[config.mk]
export PLATFORM = sky130hd
export DESIGN_NAME = op_code
export DESIGN_NICKNAME = d
export VERILOG_FILES = /design/src/rtl/op_code.sv
export SDC_FILE = /design/constraint.sdc
export NUM_CORES = 1
export LEC_CHECK = 0
export BUFFER_PORTS_ARGS = -buffer_cell sky130_fd_sc_hd__buf_2
export CAP_MARGIN = 20
export CORE_AREA = 2 2 39 41
export DETAILED_ROUTE_END_ITERATION = 8
export DIE_AREA = 0 0 41 43
export GPL_TIMING_DRIVEN = 0
export PLACE_DENSITY = 0.62
export SYNTH_ARGS = -nofsm -noshare
export SYNTH_HDL_FRONTEND = slang
export SYNTH_SLANG_ARGS = --single-unit
export TNS_END_PERCENT = 10
[constraint.sdc]
create_clock -name clk -period 1.9 [get_ports clk]
set_clock_uncertainty 0.15 [all_clocks]
set_input_delay 0.475 -clock clk [delete_from_list [all_inputs] [get_ports clk]]
set_output_delay 0.475 -clock clk [all_outputs]
set_load 0.1 [all_outputs]
[src/rtl/op_code.sv]
// 3-bit to 8-line one-hot opcode decoder with registered outputs, valid and change-detect strobes.
// Optional per-opcode saturating usage counters are enabled by defining OP_CODE_STATS_EN.
module op_code (
    input  logic       clk,
    input  logic       rst_n,
    input  logic       en,
    input  logic       A,
    input  logic       B,
    input  logic       C,
`ifdef OP_CODE_STATS_EN
    input  logic [2:0] sel,
    output logic [7:0] count,
`endif
    output logic [7:0] opCode,
    output logic       valid,
    output logic       changed
);

    typedef enum logic {
        LAST_EMPTY,
        LAST_LOADED
    } last_state_t;

    last_state_t last_state;
    logic [2:0]  last_code;
    logic [2:0]  code;
    logic [7:0]  onehot;
    logic        differs;

    always_comb begin
        code    = {A, B, C};
        onehot  = 8'(1) << code;
        differs = (last_state == LAST_EMPTY) || (code != last_code);
    end

    always_ff @(posedge clk or negedge rst_n) begin
        if (!rst_n) begin
            opCode     <= '0;
            valid      <= 1'b0;
            changed    <= 1'b0;
            last_code  <= '0;
            last_state <= LAST_EMPTY;
        end else if (en) begin
            opCode     <= onehot;
            valid      <= 1'b1;
            changed    <= differs;
            last_code  <= code;
            last_state <= LAST_LOADED;
        end else begin
            valid      <= 1'b0;
            changed    <= 1'b0;
        end
    end

`ifdef OP_CODE_STATS_EN
    logic [7:0] counters [8];

    // Counters stick at 8'hFF rather than wrapping.
    always_ff @(posedge clk or negedge rst_n) begin
        if (!rst_n) begin
            for (int unsigned i = 0; i < 8; i++) begin
                counters[i] <= '0;
            end
        end else if (en && (counters[code] != 8'hFF)) begin
            counters[code] <= counters[code] + 8'd1;
        end
    end

    always_comb begin
        count = counters[sel];
    end
`endif

endmodule

==> results of run 1 <==
repair_timing:
item,in CTS,in global routing
setup buffers,0,0
hold buffers,1,0
endpoints found under the hold margin,14,0
metrics by stage:
stage	power, W	worst slack, ns
6_report	0.000702	0.211
3_5_place_dp	0.000497	0.522
4_1_cts	0.000714	0.198
2_1_floorplan	0.000460	0.376
5_1_grt	0.000734	0.167
3_3_place_gp	0.000495	0.525
how the worst max path moves through the flow:
stage                     cells past startpoint         to
after floorplan                               0  opCode[1]
final                                         1  opCode[2]
after detailed placement                      1  opCode[5]
after global routing                          1  opCode[5]
after global placement                        1  opCode[3]
after CTS                                     1  opCode[2]
registers in the layout, indices dropped and copies added, names as in the netlist:
signal,count
changed,1
last_code,3
last_state,1
opCode,8
valid,1
layout make-up:
cell class | instances | area share
Sequential cell | 14 | 0.505
Multi-Input combinational cell | 23 | 0.254
Timing Repair Buffer | 16 | 0.123
Clock buffer | 4 | 0.0523
Tap cell | 16 | 0.0288
Inverter | 5 | 0.0270
Buffer | 1 | 0.0108
power groups by stage:
| stage | Clock [W] | Sequential, W | Combinational [W] |
|---|---|---|---|
| after floorplan | 0 | 0.000425 | 0.0000349 |
| after global placement | 0 | 0.000331 | 0.000164 |
| after detailed placement | 0 | 0.000332 | 0.000165 |
| after CTS | 0.000221 | 0.000326 | 0.000167 |
| after global routing | 0.000231 | 0.000328 | 0.000175 |
| final | 0.000211 | 0.000325 | 0.000166 |
cells by family after synthesis:
group           after synthesis
compound gates               11
xor+xnor                      3
buf+inv                       6
flops                        14
mux                           1
simple gates                  8
cells in the final DEF, fill, tap and decap left out, drive strengths merged:
cell	count
buf	16
dfrtp	14
o2bb2ai	6
inv	5
nand2b	4
clkbuf	4
xnor2	3
nand2	3
o32ai	2
o21ai	2
a41oi	1
mux2	1
or2	1
dlygate4sd3	1
layer usage:
metal / wire (µm) / up-vias / share of wire / global-route usage
li1: - / 192 / - / -
met3: 61 / 3 / 0.061 / 0.0471
met5: 0 / - / 0 / 0
met4: 22 / 0 / 0.022 / 0.0800
met1: 462 / 186 / 0.46 / 0.188
met2: 460 / 13 / 0.46 / 0.203
worst register-to-register path, cell delays in order, from the launching register on:
cell and delay, ns:
sky130_fd_sc_hd__dfrtp_1 0.40, sky130_fd_sc_hd__xnor2_1 0.18, sky130_fd_sc_hd__a41oi_2 0.13
==> results.txt, run 1 <==
Worst hold slack: 0.173 ns
Number of synthesized flops with an enable pin: 0
Mux contribution to synthesized area: 0.0204
Hold Fails Final Rpt: 0
Area fraction in and, or, nand and nor cells after synthesis: 0.0769
Switching Power: 0.000235 W
Worst Hold Path Cells: 1
Outcome: completed
Count of state elements after synthesis: 14
Routability Congestion: 0.722
Number of buffers and inverters on the critical path: 1
Portion of synthesized cell area occupied by the leading cell type: 0.633
Placed insts: 74
Synth Warn #: 0
# DRC: 0
Number of global-route vias before repair: 371
Core Util, Final: 0.502
Number of buffers inserted during clock tree synthesis: 3
Die extent in y: 43 µm
Multi-input combinational cell area: 176 µm²
Slew at the pin closest to its max-slew limit: 0.486 ns
Total length of routed wires: 1.01 mm
Overall Global Routing Usage: 0.144
CORE AREA: 1380 µm²
Final period utilization: 0.889
Global-route wire length before repair: 1.64 mm
Class of the most critical hold timing path: input pin to flop
Detailed placer's ending HPWL: 726 µm
CP Data Arrival Time: 1.06 ns
Vias post-DR: 394
Mean instance size in the synthesized netlist: 12.9 µm²
Synthesis-to-layout area growth: 25.6%
Max frequency: 592 MHz
H-tree lvl count: 1
Remaining number of nets flagged by the antenna check after routing: 0
Ant. Diodes: 0
DR pass1 iterations: 4
Ranking of synthesized cells by instance count: sky130_fd_sc_hd__dfrtp_1, sky130_fd_sc_hd__o2bb2ai_1, sky130_fd_sc_hd__inv_1, sky130_fd_sc_hd__nand2b_1
CTS tree: yes
Hold-critical path endpoint: valid$_DFF_PN0_
Total count of max-transition violations in the final report: 0
Longest individual stage delay on the worst path: 0.43 ns
Largest fanout of any net on the critical path: 2
Setup TNS Final: 0 ns
Setup slack of the worst register-to-register path: 0.91 ns
Clock power share: 0.301
Sequential cell area: 350 µm²
Register-to-Register Path Depth: 2
Initial core utilization: 0.400
Gate family responsible for the most delay along the worst path: buffers and inverters
Synth area leaders: sky130_fd_sc_hd__dfrtp_1, sky130_fd_sc_hd__o2bb2ai_1, sky130_fd_sc_hd__xnor2_1
Number of antenna violations at the first check in global routing: 0
IR drop worst, VDD: 0.496 mV
Dominant synthesized flop cell: sky130_fd_sc_hd__dfrtp_1
Clk_lat worst skew: 0.28 ns
Post-Syn Area: 553 µm²
Critical R2R Capture: changed$_DFF_PN0_
Num ports: 16
Setup violations, final: 0
Count of routing violations after the opening detailed-route iteration: 8
Fill cells: 130
Layout net count: 70
Areal power density over the cells: 1010 nW/µm²
Pin count of the biggest net entering global routing: 15
Worst Min Path Start: en
Cell taking the most area after synthesis: sky130_fd_sc_hd__dfrtp_1
Fraction of layout cells with a size suffix above 1: 0.381
Port-buffer cells: 15
Leakage: 0.333 nW
Net Count, Synth: 49
Distinct cell type count of the synthesized netlist: 13
Die Outline Area: 1760 µm²
Instance area at placement: 648 µm²
Worst setup SP type: flop
Parity-gate share of the synthesized area counting xor and xnor cells: 0.0475
Worst setup path category: flop to primary output
Routed WL per cell: 12.7 µm
Fraction of registers with async set or reset after synthesis: 1.00
Main combinational cell family by area after synthesis: compound AO/OA/AOI/OAI gates
Clock-pin transition on the worst setup and hold timing paths: 0.08 ns
Min Tclk post-route: 1.69 ns
Clk sinks: 14
Proportion of power drawn by combinational gates: 0.236
Worst R2R Start: last_code[1]$_DFFE_PN0P_
Element type at the critical path end: primary output
Worst relative slew slack: 0.678
Switching power as a share of total power: 0.335
Resized Gates After CTS: 0
Portion of the post-synthesis area used by sequential elements: 0.633
Die width: 41 µm
Arithmetic-cell share of the synthesized area counting full adders, half adders and majority gates: 0
Compound-gate portion of the synthesized area: 0.174
Count of placed standard cells in the final layout, fillers left out: 79
Most instantiated library cell after synthesis: sky130_fd_sc_hd__dfrtp_1
Number of vias per cell: 4.99
Row Count: 14
Max Cap Viol: 0
Clock root buffer master: sky130_fd_sc_hd__clkbuf_4
Reg power frac: 0.463
Unrepaired setup endpoints after global routing: false
Deepest clock path buffer count: 2
Instance count of the mapped netlist: 43
Worst Path Required: 1.27 ns
Crit path max-delay cell type: sky130_fd_sc_hd__buf_2
Global route total overflow: 0
Fin area: 694 µm²
Critical path cell sequence: buf_2
Int Pwr: 0.000467 W
Worst setup path startpoint: opCode[2]$_DFFE_PN0P_
Note: power is estimated with default switching activity, not from simulation.
==> inputs of run 2 (changes only) <==
--- a/config.mk
+++ b/config.mk
@@ -11,6 +11,7 @@
 export DETAILED_ROUTE_END_ITERATION = 8
 export DIE_AREA = 0 0 41 43
 export GPL_TIMING_DRIVEN = 0
+export MAX_ROUTING_LAYER = met4
 export PLACE_DENSITY = 0.62
 export SYNTH_ARGS = -nofsm -noshare
 export SYNTH_HDL_FRONTEND = slang
==> results.txt, run 2 (same netlist as run 1, synthesis figures left out) <==
Outcome: completed
Max frequency: 593 MHz
Largest fanout of any net on the critical path: 2
Overall Global Routing Usage: 0.148
Number of flip-flops under the largest register name: 8
Critical Path Stages: 1
Number of buffers inserted during clock tree synthesis: 3
Worst relative slew slack: 0.678
Worst Hold Path Cells: 1
Fin area: 694 µm²
Crit path max-delay cell type: sky130_fd_sc_hd__buf_2
Top routing layer in use: met4
Synthesis-to-layout area growth: 25.6%
CORE AREA: 1380 µm²
Routed WL per cell: 12.7 µm
Instance area at placement: 648 µm²
Class of the most critical hold timing path: input pin to flop
Die width: 41 µm
Number of buffers and inverters on the critical path: 1
Pin count of the biggest net entering global routing: 15
Num ports: 16
Die extent in y: 43 µm
Die Outline Area: 1760 µm²
Row Count: 14
Vias post-DR: 385
Resized Gates After CTS: 0
# DRC: 0
Global route total overflow: 0
Clock-pin transition on the worst setup and hold timing paths: 0.08 ns
CP Data Arrival Time: 1.06 ns
IR drop worst, VDD: 0.496 mV
CTS tree: yes
Global-route wire length before repair: 1.64 mm
Number of vias per cell: 4.87
Count of routing violations after the opening detailed-route iteration: 10
Core Util, Final: 0.502
Routability Congestion: 0.730
Total length of routed wires: 1.01 mm
Longest individual stage delay on the worst path: 0.43 ns
Total count of max-transition violations in the final report: 0
Clock root buffer master: sky130_fd_sc_hd__clkbuf_4
Leakage: 0.333 nW
Setup violations, final: 0
Slew at the pin closest to its max-slew limit: 0.486 ns
Register-to-Register Path Depth: 2
Post-layout worst setup margin: 0.213 ns
Register with the most flip-flops: opCode
Areal power density over the cells: 1010 nW/µm²
Worst Path Required: 1.27 ns
Place WS: 0.522 ns
Largest regs: opCode (8), last_code (3)
Layout net count: 70
Max Cap Viol: 0
Most common cell after layout, fill and taps aside: sky130_fd_sc_hd__buf_2
Port-buffer cells: 15
Min Tclk post-route: 1.69 ns
Detailed placer's ending HPWL: 726 µm
Unrepaired setup endpoints after global routing: false
Fraction of layout cells with a size suffix above 1: 0.381
Most used cells in the layout excluding fill and tap cells: sky130_fd_sc_hd__buf_2, sky130_fd_sc_hd__dfrtp_1, sky130_fd_sc_hd__o2bb2ai_1
Deepest clock path buffer count: 2
Initial core utilization: 0.400
Gate family responsible for the most delay along the worst path: buffers and inverters
Worst setup SP type: flop
Detailed-routed wire length on met3: 59 µm
Remaining number of nets flagged by the antenna check after routing: 0
Worst setup path category: flop to primary output
Setup TNS Final: 0 ns
Final period utilization: 0.888
Clk_lat worst skew: 0.28 ns
Clk sinks: 14
Routed length on met1: 470 µm
Sum of internal, switching and leakage power: 0.000701 W
Hold Fails Final Rpt: 0
Number of global-route vias before repair: 372
Setup slack of the worst register-to-register path: 0.91 ns
Element type at the critical path end: primary output
Ant. Diodes: 0
Critical path cell sequence: buf_2
Number of antenna violations at the first check in global routing: 0
WL met2: 465 µm
DR pass1 iterations: 4
H-tree lvl count: 1
==> run 2: cell counts in the layout (fill, tap and decap cells not counted) <==
Identical to the previous run, type by type.
==> run 2: worst paths after layout <==
path / startpoint / to
max: opCode[2]$_DFFE_PN0P_ / opCode[2]
min: en / valid$_DFF_PN0_
max reg2reg: last_code[1]$_DFFE_PN0P_ / changed$_DFF_PN0_
min reg2reg: last_state$_DFFE_PN0P_ / changed$_DFF_PN0_
max in group asynchronous: rst_n / opCode[0]$_DFFE_PN0P_
min in group asynchronous: rst_n / last_code[2]$_DFFE_PN0P_
==> run 2: what timing repair did <==
item,CTS,global route
setup buffers,0,0
endpoints found under the hold margin,14,0
hold buffers,1,0
==> run 2: area by class of cell <==
class | instances | area [µm²]
clock buffer | 4 | 36.3
multi-input combinational | 23 | 176
tap | 16 | 20.0
buffer | 1 | 7.51
inverter | 5 | 18.8
timing repair buffer | 16 | 85.1
fill | 130 | 689
sequential | 14 | 350
==> run 2: report_power, final <==
group	internal, W	switching [W]
Combinational	0.0000339	0.000132
Clock	0.000117	0.0000936
Sequential	0.000316	0.00000910
==> run 2: per-stage QoR <==
| step | cells | hold slack [ns] |
|---|---|---|
| after floorplan | 43 | 0.0294 |
| after global placement | 74 | 0.231 |
| after detailed placement | 74 | 0.235 |
| after CTS | 79 | 0.164 |
| after global routing | 79 | 0.172 |
| final | 79 | 0.175 |
==> run 2: layer usage <==
metal  global-route usage  up-vias
met3               0.0471        2
met2                0.203       10
met5                    -        -
met4               0.0800        0
met1                0.188      181
li1                     -      192
==> inputs of run 3 (changes only) <==
--- a/config.mk
+++ b/config.mk
@@ -7,12 +7,11 @@
 export LEC_CHECK = 0
 export BUFFER_PORTS_ARGS = -buffer_cell sky130_fd_sc_hd__buf_2
 export CAP_MARGIN = 20
-export CORE_AREA = 2 2 39 41
+export CORE_UTILIZATION = 40
 export DETAILED_ROUTE_END_ITERATION = 8
-export DIE_AREA = 0 0 41 43
 export GPL_TIMING_DRIVEN = 0
 export MAX_ROUTING_LAYER = met4
-export PLACE_DENSITY = 0.62
+export PLACE_DENSITY = 0.6
 export SYNTH_ARGS = -nofsm -noshare
 export SYNTH_HDL_FRONTEND = slang
 export SYNTH_SLANG_ARGS = --single-unit
==> results.txt, run 3 (same netlist as run 1, synthesis figures left out) <==
Clk sinks: 14
Outcome: completed
Die width: 39.2 µm
Total length of routed wires: 965 µm
Class of the most critical hold timing path: input pin to flop
Global route total overflow: 0
Areal power density over the cells: 954 nW/µm²
Clock-pin transition on the worst setup and hold timing paths: 0.08 ns
Clk_lat worst skew: 0.27 ns
Clock root buffer master: sky130_fd_sc_hd__clkbuf_4
Setup violations, final: 0
Global-route wire length before repair: 1.52 mm
Largest regs: opCode (8), last_code (3)
Pin count of the biggest net entering global routing: 15
Count of placed standard cells in the final layout, fillers left out: 77
Worst Path Required: 1.27 ns
Core Util, Final: 0.522
Die extent in y: 39.2 µm
Register with the most flip-flops: opCode
Initial core utilization: 0.425
Worst setup path category: flop to primary output
Ant. Diodes: 0
Max Cap Viol: 0
Unrepaired setup endpoints after global routing: false
Count of routing violations after the opening detailed-route iteration: 8
Routability Congestion: 0.698
Worst Hold Path Cells: 1
Fraction of layout cells with a size suffix above 1: 0.371
Worst setup SP type: flop
Slew at the pin closest to its max-slew limit: 0.485 ns
Detailed placer's ending HPWL: 703 µm
Worst relative slew slack: 0.679
Synthesis-to-layout area growth: 22.9%
Critical R2R Capture: changed$_DFF_PN0_
Final period utilization: 0.885
Resized Gates After CTS: 0
Setup TNS Final: 0 ns
# DRC: 0
Worst Min Path Start: en
Min Tclk post-route: 1.68 ns
Number of vias per cell: 5.00
Register-to-Register Path Depth: 2
Longest individual stage delay on the worst path: 0.43 ns
Largest fanout of any net on the critical path: 2
Placed insts: 73
CTS tree: yes
Number of buffers inserted during clock tree synthesis: 3
Vias post-DR: 385
Crit path max-delay cell type: sky130_fd_sc_hd__buf_2
Remaining number of nets flagged by the antenna check after routing: 0
Most common cell after layout, fill and taps aside: sky130_fd_sc_hd__buf_2
Number of antenna violations at the first check in global routing: 0
Worst R2R Start: last_code[0]$_DFFE_PN0P_
Hold-critical path endpoint: valid$_DFF_PN0_
Routed WL per cell: 12.5 µm
H-tree lvl count: 1
Row Count: 13
Element type at the critical path end: primary output
IR drop worst, VDD: 0.422 mV
Number of buffers and inverters on the critical path: 1
Fill cells: 124
Port-buffer cells: 15
Overall Global Routing Usage: 0.159
DR pass1 iterations: 4
Setup slack of the worst register-to-register path: 0.91 ns
Die Outline Area: 1540 µm²
Fin area: 679 µm²
Instance area at placement: 647 µm²
Total count of max-transition violations in the final report: 0
Deepest clock path buffer count: 2
Hold Fails Final Rpt: 0
CP Data Arrival Time: 1.06 ns
Most used cells in the layout excluding fill and tap cells: sky130_fd_sc_hd__buf_2, sky130_fd_sc_hd__dfrtp_1, sky130_fd_sc_hd__o2bb2ai_1
CORE AREA: 1300 µm²
Gate family responsible for the most delay along the worst path: buffers and inverters
Number of flip-flops under the largest register name: 8
Leakage: 0.326 nW
Number of global-route vias before repair: 365
Num ports: 16
Critical path cell sequence: buf_2
# Post-CTS Setup Buffers: 0
Max frequency: 595 MHz
Hold_buf cts: 1
Layout net count: 70
-- run 3: how the worst max path moves through the flow --
stage                     startpoint        end  depth (start not counted)
6_report       opCode[1]$_DFFE_PN0P_  opCode[1]                          1
2_1_floorplan  opCode[1]$_DFFE_PN0P_  opCode[1]                          0
4_1_cts        opCode[1]$_DFFE_PN0P_  opCode[1]                          1
3_5_place_dp   opCode[1]$_DFFE_PN0P_  opCode[1]                          1
3_3_place_gp   opCode[6]$_DFFE_PN0P_  opCode[6]                          1
5_1_grt        opCode[1]$_DFFE_PN0P_  opCode[1]                          1
-- run 3: layout make-up --
class                   instances  area, µm²  area share
multi-input cells              23        176       0.260
plain buffers                   1       7.51      0.0110
repair buffers                 16       85.1       0.125
well taps                      15       18.8      0.0276
inverters                       5       18.8      0.0276
clock buffers                   3       22.5      0.0331
flip-flops and latches         14        350       0.516
-- run 3: through the flow --
step	hold slack [ns]	worst slack (ns)	total power (W)
final	0.187	0.219	0.000648
after global placement	0.232	0.520	0.000495
after floorplan	0.0294	0.376	0.000460
after detailed placement	0.231	0.500	0.000496
after global routing	0.174	0.173	0.000680
after CTS	0.185	0.204	0.000655
-- run 3: where the power goes --
group / leakage, nW / switching, W / internal [W]
Combinational: 0.136 / 0.000131 / 0.0000339
Sequential: 0.176 / 0.00000955 / 0.000316
Clock: 0.0138 / 0.0000846 / 0.0000731
-- run 3: per-layer routing --
metal	track usage	part of all wire
met3	0.0520	0.034
met5	-	0
met1	0.181	0.50
met4	0.0776	0
met2	0.250	0.46
-- run 3: worst reg2reg max path, delay by kind of cell, from the launching register on --
kind	cells	cell delay (ns)
flip-flops	1	0.40
AO/OA/AOI/OAI	1	0.13
XOR/XNOR	1	0.18
